**src/rtl/ps2_key_tracker.sv**
```systemverilog
// PS/2 keyboard front end: filtered receiver, set-2 prefix decoder, key-held map and event FIFO.
// Optional macro PS2_TYPEMATIC_FILTER_EN suppresses repeated identical make events.
module ps2_key_tracker #(
  parameter int                    NUM_KEYS       = 4,
  parameter logic [NUM_KEYS*9-1:0] KEY_CODES      = {9'h174, 9'h16B, 9'h172, 9'h175},
  parameter int                    FIFO_DEPTH     = 8,
  parameter int                    FILTER_LEN     = 8,
  parameter int                    TIMEOUT_CYCLES = 100000
) (
  input  logic                clk,
  input  logic                rst,
  input  logic                ps2_clk,
  input  logic                ps2_data,
  output logic [NUM_KEYS-1:0] key_held,
  output logic                evt_valid,
  input  logic                evt_ready,
  output logic [9:0]          evt_data,
  output logic                frame_err,
  output logic                overflow
);
  localparam int FCW = $clog2(FILTER_LEN + 1);
  localparam int TCW = $clog2(TIMEOUT_CYCLES + 1);
  localparam int AW  = (FIFO_DEPTH > 1) ? $clog2(FIFO_DEPTH) : 1;
  localparam int CW  = AW + 1;

  typedef enum logic [1:0] {ST_IDLE, ST_EXT, ST_BRK, ST_EXT_BRK} pfx_t;

  logic           ps2c_m_q, ps2c_s_q, ps2d_m_q, ps2d_s_q;
  logic [FCW-1:0] fcnt_q;
  logic           filt_q, fall_q, bit_q;
  logic [3:0]     bitcnt_q;
  logic [9:0]     frame_q;
  logic [TCW-1:0] tcnt_q;
  logic           byte_vld_q, frame_err_q;
  logic [7:0]     byte_q;
  pfx_t           state_q;
  logic [NUM_KEYS-1:0] held_q;
  logic [9:0]     mem_q [FIFO_DEPTH];
  logic [AW-1:0]  wr_q, rd_q;
  logic [CW-1:0]  cnt_q, cnt_d;
  logic           evt_valid_q, overflow_q;
  logic [9:0]     evt_data_q, head_d;
  logic           is_e0_s, is_f0_s, is_e1_s, evt_fire_s, evt_ext_s, evt_brk_s;
  logic           repeat_s, push_s, pop_s, full_s, wr_en_s;
  logic [9:0]     evt_s;

  // Pin synchronisers and the glitch filter; a filtered falling edge captures the data bit.
  always_ff @(posedge clk) begin
    if (rst) begin
      ps2c_m_q <= 1'b1; ps2c_s_q <= 1'b1; ps2d_m_q <= 1'b1; ps2d_s_q <= 1'b1;
      fcnt_q   <= '0;   filt_q   <= 1'b1; fall_q   <= 1'b0; bit_q    <= 1'b1;
    end else begin
      ps2c_m_q <= ps2_clk;  ps2c_s_q <= ps2c_m_q;
      ps2d_m_q <= ps2_data; ps2d_s_q <= ps2d_m_q;
      fall_q   <= 1'b0;
      if (ps2c_s_q != filt_q) begin
        if (fcnt_q == FCW'(FILTER_LEN - 1)) begin
          filt_q <= ps2c_s_q;
          fcnt_q <= '0;
          fall_q <= ~ps2c_s_q;
          bit_q  <= ps2d_s_q;
        end else begin
          fcnt_q <= fcnt_q + FCW'(1);
        end
      end else begin
        fcnt_q <= '0;
      end
    end
  end

  // Frame assembly: frame_q[0]=start, [8:1]=data, [9]=parity; the stop bit is checked live.
  always_ff @(posedge clk) begin
    if (rst) begin
      bitcnt_q <= 4'd0; frame_q <= 10'd0; tcnt_q <= '0;
      byte_vld_q <= 1'b0; byte_q <= 8'd0; frame_err_q <= 1'b0;
    end else begin
      byte_vld_q  <= 1'b0;
      frame_err_q <= 1'b0;
      if (fall_q) begin
        tcnt_q <= '0;
        if (bitcnt_q == 4'd10) begin
          bitcnt_q <= 4'd0;
          if (!frame_q[0] && (^frame_q[9:1]) && bit_q) begin
            byte_vld_q <= 1'b1;
            byte_q     <= frame_q[8:1];
          end else begin
            frame_err_q <= 1'b1;
          end
        end else begin
          frame_q  <= {bit_q, frame_q[9:1]};
          bitcnt_q <= bitcnt_q + 4'd1;
        end
      end else if (bitcnt_q != 4'd0) begin
        if (tcnt_q == TCW'(TIMEOUT_CYCLES - 1)) begin
          tcnt_q      <= '0;
          bitcnt_q    <= 4'd0;
          frame_err_q <= 1'b1;
        end else begin
          tcnt_q <= tcnt_q + TCW'(1);
        end
      end else begin
        tcnt_q <= '0;
      end
    end
  end

  always_comb begin
    is_e0_s    = (byte_q == 8'hE0);
    is_f0_s    = (byte_q == 8'hF0);
    is_e1_s    = (byte_q == 8'hE1);
    evt_fire_s = byte_vld_q && !is_e0_s && !is_f0_s && !is_e1_s;
    evt_ext_s  = (state_q == ST_EXT) || (state_q == ST_EXT_BRK);
    evt_brk_s  = (state_q == ST_BRK) || (state_q == ST_EXT_BRK);
    evt_s      = {evt_ext_s, evt_brk_s, byte_q};
  end

  // Prefix decoder; any receive error drops a half-built prefix.
  always_ff @(posedge clk) begin
    if (rst || frame_err_q) begin
      state_q <= ST_IDLE;
    end else if (byte_vld_q) begin
      if (is_e0_s) begin
        state_q <= ST_EXT;
      end else if (is_f0_s) begin
        case (state_q)
          ST_IDLE: state_q <= ST_BRK;
          ST_EXT:  state_q <= ST_EXT_BRK;
          default: state_q <= state_q;
        endcase
      end else begin
        state_q <= ST_IDLE;
      end
    end else begin
      state_q <= state_q;
    end
  end

  // Held bits follow every decoded event, whether or not the FIFO takes it.
  always_ff @(posedge clk) begin
    if (rst) begin
      held_q <= '0;
    end else if (evt_fire_s) begin
      for (int i = 0; i < NUM_KEYS; i++) begin
        if (KEY_CODES[9*i +: 9] == {evt_ext_s, byte_q}) held_q[i] <= ~evt_brk_s;
      end
    end
  end

`ifdef PS2_TYPEMATIC_FILTER_EN
  logic       last_vld_q;
  logic [8:0] last_code_q;

  // Remembers the last make so auto-repeat of the same key is not queued again.
  always_ff @(posedge clk) begin
    if (rst) begin
      last_vld_q <= 1'b0; last_code_q <= 9'd0;
    end else if (evt_fire_s) begin
      last_vld_q  <= ~evt_brk_s;
      last_code_q <= {evt_ext_s, byte_q};
    end
  end

  assign repeat_s = !evt_brk_s && last_vld_q && (last_code_q == {evt_ext_s, byte_q});
`else
  assign repeat_s = 1'b0;
`endif

  assign push_s  = evt_fire_s && !repeat_s;
  assign pop_s   = evt_valid_q && evt_ready;
  assign full_s  = (cnt_q == CW'(FIFO_DEPTH));
  assign wr_en_s = push_s && (!full_s || pop_s);

  // Next occupancy and next head word, so evt_data can be registered.
  always_comb begin
    case ({wr_en_s, pop_s})
      2'b10:   cnt_d = cnt_q + CW'(1);
      2'b01:   cnt_d = cnt_q - CW'(1);
      default: cnt_d = cnt_q;
    endcase
    if (cnt_d == CW'(0))        head_d = 10'd0;
    else if (pop_s)             head_d = (cnt_q == CW'(1)) ? evt_s : mem_q[rd_q + AW'(1)];
    else if (cnt_q == CW'(0))   head_d = evt_s;
    else                        head_d = evt_data_q;
  end

  always_ff @(posedge clk) begin
    if (wr_en_s) mem_q[wr_q] <= evt_s;
  end

  always_ff @(posedge clk) begin
    if (rst) begin
      wr_q <= '0; rd_q <= '0; cnt_q <= '0;
      evt_valid_q <= 1'b0; evt_data_q <= 10'd0; overflow_q <= 1'b0;
    end else begin
      if (wr_en_s) wr_q <= wr_q + AW'(1);
      if (pop_s)   rd_q <= rd_q + AW'(1);
      cnt_q       <= cnt_d;
      evt_valid_q <= (cnt_d != CW'(0));
      evt_data_q  <= head_d;
      if (push_s && full_s && !pop_s) overflow_q <= 1'b1;
    end
  end

  assign key_held  = held_q;
  assign evt_valid = evt_valid_q;
  assign evt_data  = evt_data_q;
  assign frame_err = frame_err_q;
  assign overflow  = overflow_q;
endmodule

```
**config.mk**
```make
export PLATFORM = sky130hd
export DESIGN_NAME = ps2_key_tracker
export DESIGN_NICKNAME = d
export VERILOG_FILES = /design/src/rtl/ps2_key_tracker.sv
export SDC_FILE = /design/constraint.sdc
export NUM_CORES = 1
export LEC_CHECK = 0
export ABC_CLOCK_PERIOD_IN_PS = 3600
export CAP_MARGIN = 5
export CORE_MARGIN = 2
export CORE_UTILIZATION = 40
export CTS_BUF_LIST = sky130_fd_sc_hd__clkbuf_2
export DETAILED_ROUTE_END_ITERATION = 10
export MAX_ROUTING_LAYER = met4
export PLACE_DENSITY_LB_ADDON = 0.05
export REMOVE_ABC_BUFFERS = 1
export SLEW_MARGIN = 40
export SYNTH_ARGS = -nofsm -noshare
export SYNTH_HDL_FRONTEND = slang
export SYNTH_SLANG_ARGS = --single-unit
```
**constraint.sdc**
```tcl
create_clock -name clk -period 3.6 [get_ports clk]
set_clock_uncertainty 0.2 [all_clocks]
set_input_delay 0.36 -clock clk [delete_from_list [all_inputs] [get_ports clk]]
set_output_delay 0.36 -clock clk [all_outputs]
set_load 0.1 [all_outputs]
```
* After elaboration in Yosys (flattened, before gate mapping)
Memories as Yosys holds them, arrays and structs flattened.
Index checks and enable logic that the tools add are counted.
** Word-level totals
- Memories :: 1
- Latch bits :: 0
- Memory bits (read-only) :: 0
- RAM bits :: 80
- Bits of input ports :: 5
- Register bits :: 80
- Output and inout port bits :: 17
- Logic and storage cells :: 120
** Operators by class
- Multiply operators :: 0
- Order comparisons :: 0
- Bitwise gates (word level) :: 7
- Equal/unequal tests :: 19
- Shifts and indexed selects :: 0
- Add/sub/neg operators :: 7
- Divide/modulo/power cells :: 0
- Reductions and logical operators :: 42
- Muxes and demuxes :: 19
** Memories
- mem_q :: words 8, bits a word 10, read ports 1, clocked after memory_dff 0, wr ports 1, RTL line 38 : logic [9:0] mem_q [FIFO_DEPTH];
** Operators with widths (count)
- == test 9 bit (first input constant) :: 4
- two-way mux 10 bit :: 3
- == test 8 bit (second input constant) :: 3
- adder 17 x 1 -> 17 bit (second input constant) :: 1
- == test 17 bit (second input constant) :: 1
- two-way mux 4 bit :: 4
- AND reduction 2 bit :: 8
- adder 4 x 1 -> 4 bit (second input constant) :: 3
- logical AND 1 bit :: 9
- OR reduction 3 bit :: 3
- parity 9 bit :: 1
- == test 4 bit (second input constant) :: 2
- zero test 4 bit :: 2
- two-way mux 1 bit :: 8
- one-hot mux 4 bit (2 select lines) :: 1
- nonzero test 4 bit :: 2
- NOT 1 bit :: 7
- adder 3 x 1 -> 3 bit (second input constant) :: 2
- == test 2 bit (second input constant) :: 3
- zero test 1 bit :: 6
- nonzero test 2 bit :: 3
- == test 2 x 1 -> 1 bit (second input constant) :: 2
- == test 4 x 1 -> 1 bit (second input constant) :: 1
- == test 4 x 3 -> 1 bit (second input constant) :: 1
- 10 further kinds :: 14

* Logic depth before layout (Yosys ltp)
Gate-level depths: netlist of the first run.
- Word-level depth :: 10
- Gate-level depth with buffers :: 9
- Mapped depth without buffers :: 7

* Worst setup path after synthesis of the first run
Ideal clock, no wire load.
- Path type :: flip-flop to flip-flop
- Start :: register evt_valid_q (netlist: evt_valid)
- End :: memory mem_q[0][0], enable pin
- Library setup time :: 0.404 ns
- Period minus slack after synthesis :: 3.216 ns
- Cell stages (with the launch flop) :: 5
- Arrival :: 2.613 ns
- Path buffers :: 1
- Setup slack :: 0.384 ns
- Required time :: 2.996 ns
- Path through :: dfxtp_1 -> and2_1 -> buf_2 -> o21ai_0 -> nor4_1
** Between the ends
- Word-level cells in the longest chain between the ends :: 5
** Ends and longest elaborated chain
- start: declaration :: RTL line 41 : logic evt_valid_q, overflow_q;
- start signal: assignment :: RTL line 198 : evt_valid_q <= (cnt_d != CW'(0));
- logical AND 1 bit :: RTL line 169 : assign pop_s = evt_valid_q && evt_ready;
- logical OR 1 bit :: RTL line 171 : assign wr_en_s = push_s && (!full_s || pop_s);
- logical AND 1 bit :: RTL line 171
- two-way mux 1 bit :: RTL line 187 : if (wr_en_s) mem_q[wr_q] <= evt_s;
- two-way mux 1 bit (implied by the code) :: RTL line 187
- end: declaration :: RTL line 38
Every way passes these cells.

* Worst setup path in the final report of the first run
- Start :: register byte_q[7]
- End :: register evt_data_q[5] (netlist: evt_data[5])
** Between the ends
- Word-level cells in the longest chain between the ends :: 10
- Elaborated cells between the ends (all ways) :: 15
- Classes of those cells :: 5 x eq/ne; 1 x mux; 9 x reduce/logical
** Ends and longest elaborated chain
- start: declaration :: RTL line 35 : logic [7:0] byte_q;
- start signal: assignment :: RTL line 85 : byte_q <= frame_q[8:1];
- == test 8 bit :: RTL line 108 : is_e0_s = (byte_q == 8'hE0);
- zero test 1 bit :: RTL line 111 : evt_fire_s = byte_vld_q && !is_e0_s && !is_f0_s && !is_e1_s;
- logical AND 1 bit (2 in series) :: RTL line 111
- logical AND 1 bit (*) :: RTL line 111
- logical AND 1 bit (*) :: RTL line 171
- == test 2 x 1 -> 1 bit or == test 2 bit (tied branches) :: RTL line 175 : case ({wr_en_s, pop_s})
- one-hot mux 4 bit (2 select lines) (*) :: RTL line 175
- zero test 4 bit (*) :: RTL line 180 : if (cnt_d == CW'(0)) head_d = 10'd0;
- OR reduction 2 bit (no line) (*)
- end signal: assignment :: RTL line 193 : evt_valid_q <= 1'b0; evt_data_q <= 10'd0; overflow_q <= 1'b0;
- end signal: assignment :: RTL line 199 : evt_data_q <= head_d;
- end: declaration :: RTL line 42 : logic [9:0] evt_data_q, head_d;
Every way passes the cells marked *; elsewhere a longest branch is shown, timed or not.
A chain may end at the register's enable or synchronous reset.

==> impl_metrics.py, run 1 <==
metrics = {
    "synth": {
        "synth_area_um2": 6650,
        "synthCells": 528,
        "synth_ff_type": "edfxtp_1",
        "synth-edff-count": 80,
        "synth-seq-cells": 160,
        "yosysUniqueCellTypes": 54,
        "synthArstFlopShare_pct": 0,
        "syn_area_per_cell_um2": 12.6,
        "synth-seq-area-share_pct": 60.2,
        "ys_warn_count": 0,
    },
    "power": {
        "peakVddDrop_mv": 0.248,
        "leakagePower_nw": 2.44,
        "powerDensity_nw_per_um2": 517,
        "comb_power_share_pct": 20.6,
        "switchingPower_mw": 1.13,
        "seqPwrFrac_pct": 52.0,
        "switching_share_pct": 29.6,
        "internal_power_mw": 2.68,
        "clockPowerShare_pct": 27.3,
    },
    "final_layout": {
        "n_antenna_cell": 0,
        "layout-drive-gt1-share_pct": 18.3,
        "nFillCells": 1515,
        "final_nets": 576,
        "syn_to_final_growth_pct": 10.8,
    },
    "critical_path": {
        "cp-start-kind": "flop",
        "cp-startpoint": "byte_q[7]",
        "r2r-end": "evt_data[5]",
        "cp_max_fo": 12,
        "end_kind": "flop",
        "r2r_slack_ns": 0.67,
        "rr_worst_depth": 5,
        "arrival_ns": 3.31,
        "r2r_start": "byte_q[7]",
        "crit_required_ns": 3.97,
        "crit_type": "flop to flop",
    },
    "sta": {
        "grt_setup_unrepaired": "no",
        "slew_headroom_pct": 51.6,
        "setup_viol": 0,
        "fin_crit_ns": 2.93,
        "fmax_ghz": 0.341,
        "finalHoldViolCount": 0,
        "worst_slew_pin_slew_ns": 0.726,
        "finalSetupTns_ns": 0,
        "slew_violations": 0,
        "whs_ns": 0.244,
        "post-route-period-util_pct": 81.5,
    },
    "cts": {
        "clock-sinks": 160,
        "cts.path.max_buffers": 2,
        "cts_tree": "built",
        "clock_latency_ns": 0.70,
        "htreeDepth": 4,
        "post_cts_buffers": 0,
        "path_clk_slew_ns": 0.20,
        "cts_root_buf": "clkbuf_2",
        "cts_resized": 0,
        "cts-buffers-inserted": 17,
    },
    "run": {
        "maxCapViolCount": 0,
    },
    "route": {
        "drc_errors": 0,
        "drtPass1Iterations": 4,
        "vias": 4191,
        "vias_per_cell": 5.28,
        "drt-initial-drc-count": 352,
        "postRouteAntennaNets": 0,
        "wl_per_cell_um": 17.4,
        "routed_wl_um": 13800,
    },
    "place": {
        "place_congestion": 0.758,
        "place_hpwl_um": 9180,
        "port_buffers": 21,
    },
    "global_routing": {
        "grt_overflow_total": 0,
        "grt_pass1_wl_um": 22600,
        "grt_antenna_before_repair": 0,
        "grt_pass1_vias": 4183,
        "grt_use_total_pct": 17.4,
        "grt_max_degree": 37,
    },
    "min_path": {
        "min-delay-start": "ps2d_m_q",
        "hold_depth": 1,
        "holdPathEnd": "ps2d_s_q",
        "hp-class": "flop to flop",
    },
    "floorplanning": {
        "initial_core_util_pct": 40.5,
        "dieArea_um2": 17700,
        "ios": 22,
        "die_h_um": 133,
        "die_w_um": 133,
        "core_um2": 16400,
        "rows": 47,
    },
    "run_status": {
        "status": "complete, no violations",
    },
}
==> flip-flops by register name, indices dropped and copies added, names as in the netlist, 3 cells and up <==
name,cells
mem_q,80
rd_q,3
frame_q,10
tcnt_q,17
bitcnt_q,4
key_held,4
wr_q,3
cnt_q,4
evt_data,10
byte_q,8
fcnt_q,4
==> cell usage in the layout, fill, tap and decap left out, types with 4 or more instances in the layout <==
cell type	n
buf_4	16
o31ai_1	8
ha_1	10
nand2b_1	4
edfxtp_1	80
mux2i_1	7
nor3_1	12
clkbuf_2	18
nand3_1	12
a21oi_1	31
and2_1	4
nor2_1	45
bufinv_16	4
o21ai_0	4
nand4_1	12
clkinv_1	5
nand3b_1	5
a222oi_1	10
dfxtp_1	80
mux4_2	20
and3_1	6
xnor2_1	16
xor2_1	15
or2_2	5
nand2_1	40
a211oi_1	14
mux2_2	10
buf_2	18
inv_1	9
==> power by group through the flow <==
| stage | Combinational [mW] | Sequential [mW] | Clock, mW |
|---|---|---|---|
| 6_report | 0.786 | 1.98 | 1.04 |
| 5_1_grt | 0.849 | 1.99 | 1.15 |
| 4_1_cts | 0.795 | 1.98 | 1.09 |
| 3_5_place_dp | 0.790 | 2.02 | 0 |
| 3_3_place_gp | 0.794 | 2.02 | 0 |
| 2_1_floorplan | 0.409 | 2.16 | 0 |
==> layout make-up <==
type                            count  area (um^2)  area share, %
Clock buffer                       18         90.1           1.22
Clock inverter                     14          171           2.33
Inverter                            9         33.8          0.459
Multi-Input combinational cell    333         2520           34.2
Sequential cell                   160         4000           54.3
Tap cell                          220          275           3.74
Timing Repair Buffer               40          270           3.67
==> per-layer routing <==
layer | GRT usage (%) | part of all wire [%] | up-vias
li1 | - | - | 2043
met1 | 21.8 | 45 | 2065
met2 | 28.0 | 50 | 68
met3 | 3.64 | 3.2 | 15
met4 | 6.03 | 1.5 | 0
met5 | - | 0 | -
==> per-stage QoR <==
step	setup slack, ns	instance area (um^2)	std cells	utilization, %	total power [mW]
floorplan	0.335	6530	502	-	2.57
global placement	0.703	7140	759	43.5	2.81
detailed placement	0.640	7070	759	43.1	2.81
CTS	0.627	7360	794	44.9	3.86
global route	0.406	7370	794	44.9	3.99
finish	0.666	7370	794	44.9	3.81
==> worst max-delay path by stage <==
| stage | to | slack [ns] | depth (start not counted) |
|---|---|---|---|
| after floorplan | mem_q[0][0] | 0.34 | 3 |
| after global placement | evt_data[4] | 0.70 | 5 |
| after detailed placement | evt_data[9] | 0.64 | 5 |
| after CTS | evt_data[5] | 0.63 | 5 |
| after global routing | evt_data[2] | 0.41 | 5 |
| final | evt_data[5] | 0.67 | 5 |
==> what timing repair did <==
item,4_1_cts,5_1_grt
hold buffers,3,0
hold endpoints to repair,15,0
setup endpoints to repair,0,0
==> synthesized netlist by cell type (all sizes together) (3+ instances only) <==
cell / count / area [um^2]
dfxtp: 80 / 1600
edfxtp: 80 / 2400
nor2: 48 / 180
nand2: 40 / 150
a21oi: 31 / 155
mux4: 20 / 450
xnor2: 18 / 165
clkbuf: 16 / 60.1
xor2: 15 / 131
a211oi: 14 / 105
nor3: 13 / 65.1
nand3: 12 / 60.1
nand4: 12 / 75.1
a222oi: 10 / 100
buf: 10 / 55.1
ha: 10 / 125
mux2: 10 / 113
inv: 9 / 33.8
o31ai: 9 / 81.3
mux2i: 7 / 70.1
and3: 6 / 37.5
and2: 5 / 31.3
nand3b: 5 / 37.5
or2: 5 / 31.3
nand2b: 4 / 25.0
nor4: 4 / 25.0
o21ai: 4 / 20.0
a211o: 3 / 26.3
nor2b: 3 / 18.8
==> logic make-up after synthesis <==
logic type                 after synthesis  synth area share [%]
buffers and inverters                   35                  2.24
xor gates and xnor gates                34                  4.80
and+or+nand+nor                        170                  12.7
adders and majority gates               10                  1.88
muxes                                   37                  9.52
AOI/OAI and AO/OA                       82                  8.66
DFF                                    160                  60.2
==> worst max-delay path, stage by stage, from the launching register on <==
cell	delay [ns]
dfxtp_1	0.61
or4b_1	0.61
o31ai_4	0.52
mux2i_1	0.20
xnor2_2	0.52
a211oi_1	0.16
Power figures use the tool's default switching activity.
==> inputs of run 2 (changes only) <==
- ABC_CLOCK_PERIOD_IN_PS: 3600 -> 3100
- clock period: 3.6 -> 3.1 ns (I/O delays scaled with it)
==> run 2 against run 1 <==
- critical path depth rose by 2
- flip-flop and latch count did not move
- via count rose by 0.43%
- cell count rose by 1.1%
- worst setup slack got worse by 0.22 ns
- highest routed layer unchanged
==> impl_metrics.py, run 2 (synthesized netlist as in run 1, its figures left out) <==
metrics = {
    "run_status": {
        "status": "complete, no violations",
    },
    "sta": {
        "whs_ns": 0.198,
        "worst_slew_pin_slew_ns": 0.714,
        "fmax_ghz": 0.376,
        "setup_viol": 0,
        "slew_headroom_pct": 52.1,
        "postLayoutSetupSlackWorst_ns": 0.442,
        "grt_setup_unrepaired": "no",
        "post-route-period-util_pct": 85.8,
        "fin_crit_ns": 2.66,
        "finalHoldViolCount": 0,
        "slew_violations": 0,
    },
    "critical_path": {
        "cpMostUsedCell": "nor2_1",
        "slowest_stage": "nor2_2",
        "cp_max_fo": 10,
        "arrival_ns": 2.82,
        "cp-startpoint": "cnt_q[1]",
        "crit_type": "flop to flop",
        "r2r_start": "cnt_q[1]",
        "end_kind": "flop",
        "worst_path_largest_cell_delay_ns": 0.53,
        "worstPathCellList": "inv_1 -> ha_1 -> nand3b_1 -> nor2_1 -> nor2_1 -> nand2_1 -> nor2_2",
        "cp-start-kind": "flop",
        "crit_required_ns": 3.26,
    },
    "final_layout": {
        "top_regs": "mem_q (80), tcnt_q (17)",
        "layout-drive-gt1-share_pct": 19.8,
        "fin_util_pct": 45.7,
        "largest_register_ffs": 80,
        "final_nets": 584,
        "fin_area_um2": 7500,
        "final_cell_mix": "80 x dfxtp_1, 80 x edfxtp_1, 45 x nor2_1",
        "syn_to_final_growth_pct": 12.8,
        "nFillCells": 1520,
        "top_register": "mem_q",
    },
    "cts": {
        "clock-sinks": 160,
        "path_clk_slew_ns": 0.22,
        "cts.path.max_buffers": 2,
        "htreeDepth": 4,
        "cts_tree": "built",
        "cts-buffers-inserted": 17,
        "cts_root_buf": "clkbuf_2",
        "cts_resized": 0,
        "clock_latency_ns": 0.72,
        "post_cts_buffers": 0,
    },
    "floorplanning": {
        "die_w_um": 133,
        "rows": 47,
        "initial_core_util_pct": 40.5,
        "dieArea_um2": 17700,
        "die_h_um": 133,
        "core_um2": 16400,
        "ios": 22,
    },
    "route": {
        "routed_wl_um": 14200,
        "drc_errors": 0,
        "postRouteAntennaNets": 0,
        "vias": 4209,
        "wl_per_cell_um": 17.7,
        "vias_per_cell": 5.24,
        "drt-initial-drc-count": 277,
        "drtPass1Iterations": 6,
    },
    "global_routing": {
        "grt_max_degree": 36,
        "grt_pass1_wl_um": 23200,
        "grt_use_total_pct": 17.8,
        "grt_antenna_before_repair": 1,
        "grt_overflow_total": 0,
        "grt_pass1_vias": 4286,
    },
    "place": {
        "place_congestion": 0.847,
        "port_buffers": 21,
        "placed_cell_area_um2": 7170,
        "place_ws_ns": 0.285,
        "place_hpwl_um": 9360,
    },
    "min_path": {
        "hp-class": "input pin to flop",
        "min-delay-start": "rst",
    },
    "power": {
        "powerDensity_nw_per_um2": 613,
        "peakVddDrop_mv": 0.356,
        "leakagePower_nw": 2.50,
    },
    "run": {
        "maxCapViolCount": 0,
    },
}
-- run 2: changes by cell type in the layout (fill, tap and decap cells not counted) --
cell       previous run  this run
clkinv_2              3         2
o311ai_1              1         0
xnor2_1              16        17
inv_4                 0         3
o311ai_0              0         1
diode_2               0         1
clkbuf_2             18        17
buf_2                18         1
inv_6                 0         1
buf_4                16        41
xnor2_2               2         1
clkinv_1              5         2
bufinv_16             4         5
-- run 2: final cells by class --
cell class                 instances  area, um^2  share of cell area [%]
antenna                            1        2.50                  0.0334
sequential                       160        4000                    53.4
clock buffer                      17        85.1                    1.13
tap                              220         275                    3.67
clock inverter                    15         213                    2.84
inverter                           9        33.8                   0.450
multi-input combinational        333        2510                    33.5
timing repair buffer              48         373                    4.97
-- run 2: worst paths after layout --
path	endpoint	slack [ns]	cells past startpoint
worst min register to register	ps2d_s_q	0.24	1
worst min-delay path	ps2d_s_q	0.20	3
worst max-delay path	mem_q[7][3]	0.44	7
worst max register to register	mem_q[7][3]	0.44	7
-- run 2: through the flow --
step	total power, mW	setup TNS [ns]	std cells
final	4.60	0	803
after global routing	4.83	0	803
after CTS	4.65	0	802
after detailed placement	3.28	0	767
after global placement	3.27	0	767
after floorplan	2.98	-2.14	502
-- run 2: metal layers --
layer | vias up | routed length (um) | GRT usage (%)
met4 | 0 | 154 | 5.56
met1 | 2064 | 6690 | 22.8
met3 | 12 | 549 | 4.10
li1 | 2073 | - | -
met5 | - | 0 | -
met2 | 60 | 6820 | 28.2
-- run 2: where the power goes --
part	switching [mW]	internal, mW	total [mW]
Combinational	0.581	0.359	0.941
Clock	0.756	0.610	1.37
Sequential	0.0476	2.24	2.29
Total	1.38	3.21	4.60
-- run 2: timing repair --
action                     CTS  global route
hold buffers                 3             0
setup endpoints to repair    0             0
hold endpoints to repair    59             0
-- run 2: worst max-delay path: cells and delay by family, from the launching register on --
kind	cells	cell delay [ns]
fa+ha+maj	1	0.27
buf+inv	1	0.10
simple gates	5	1.26
flops	1	0.49
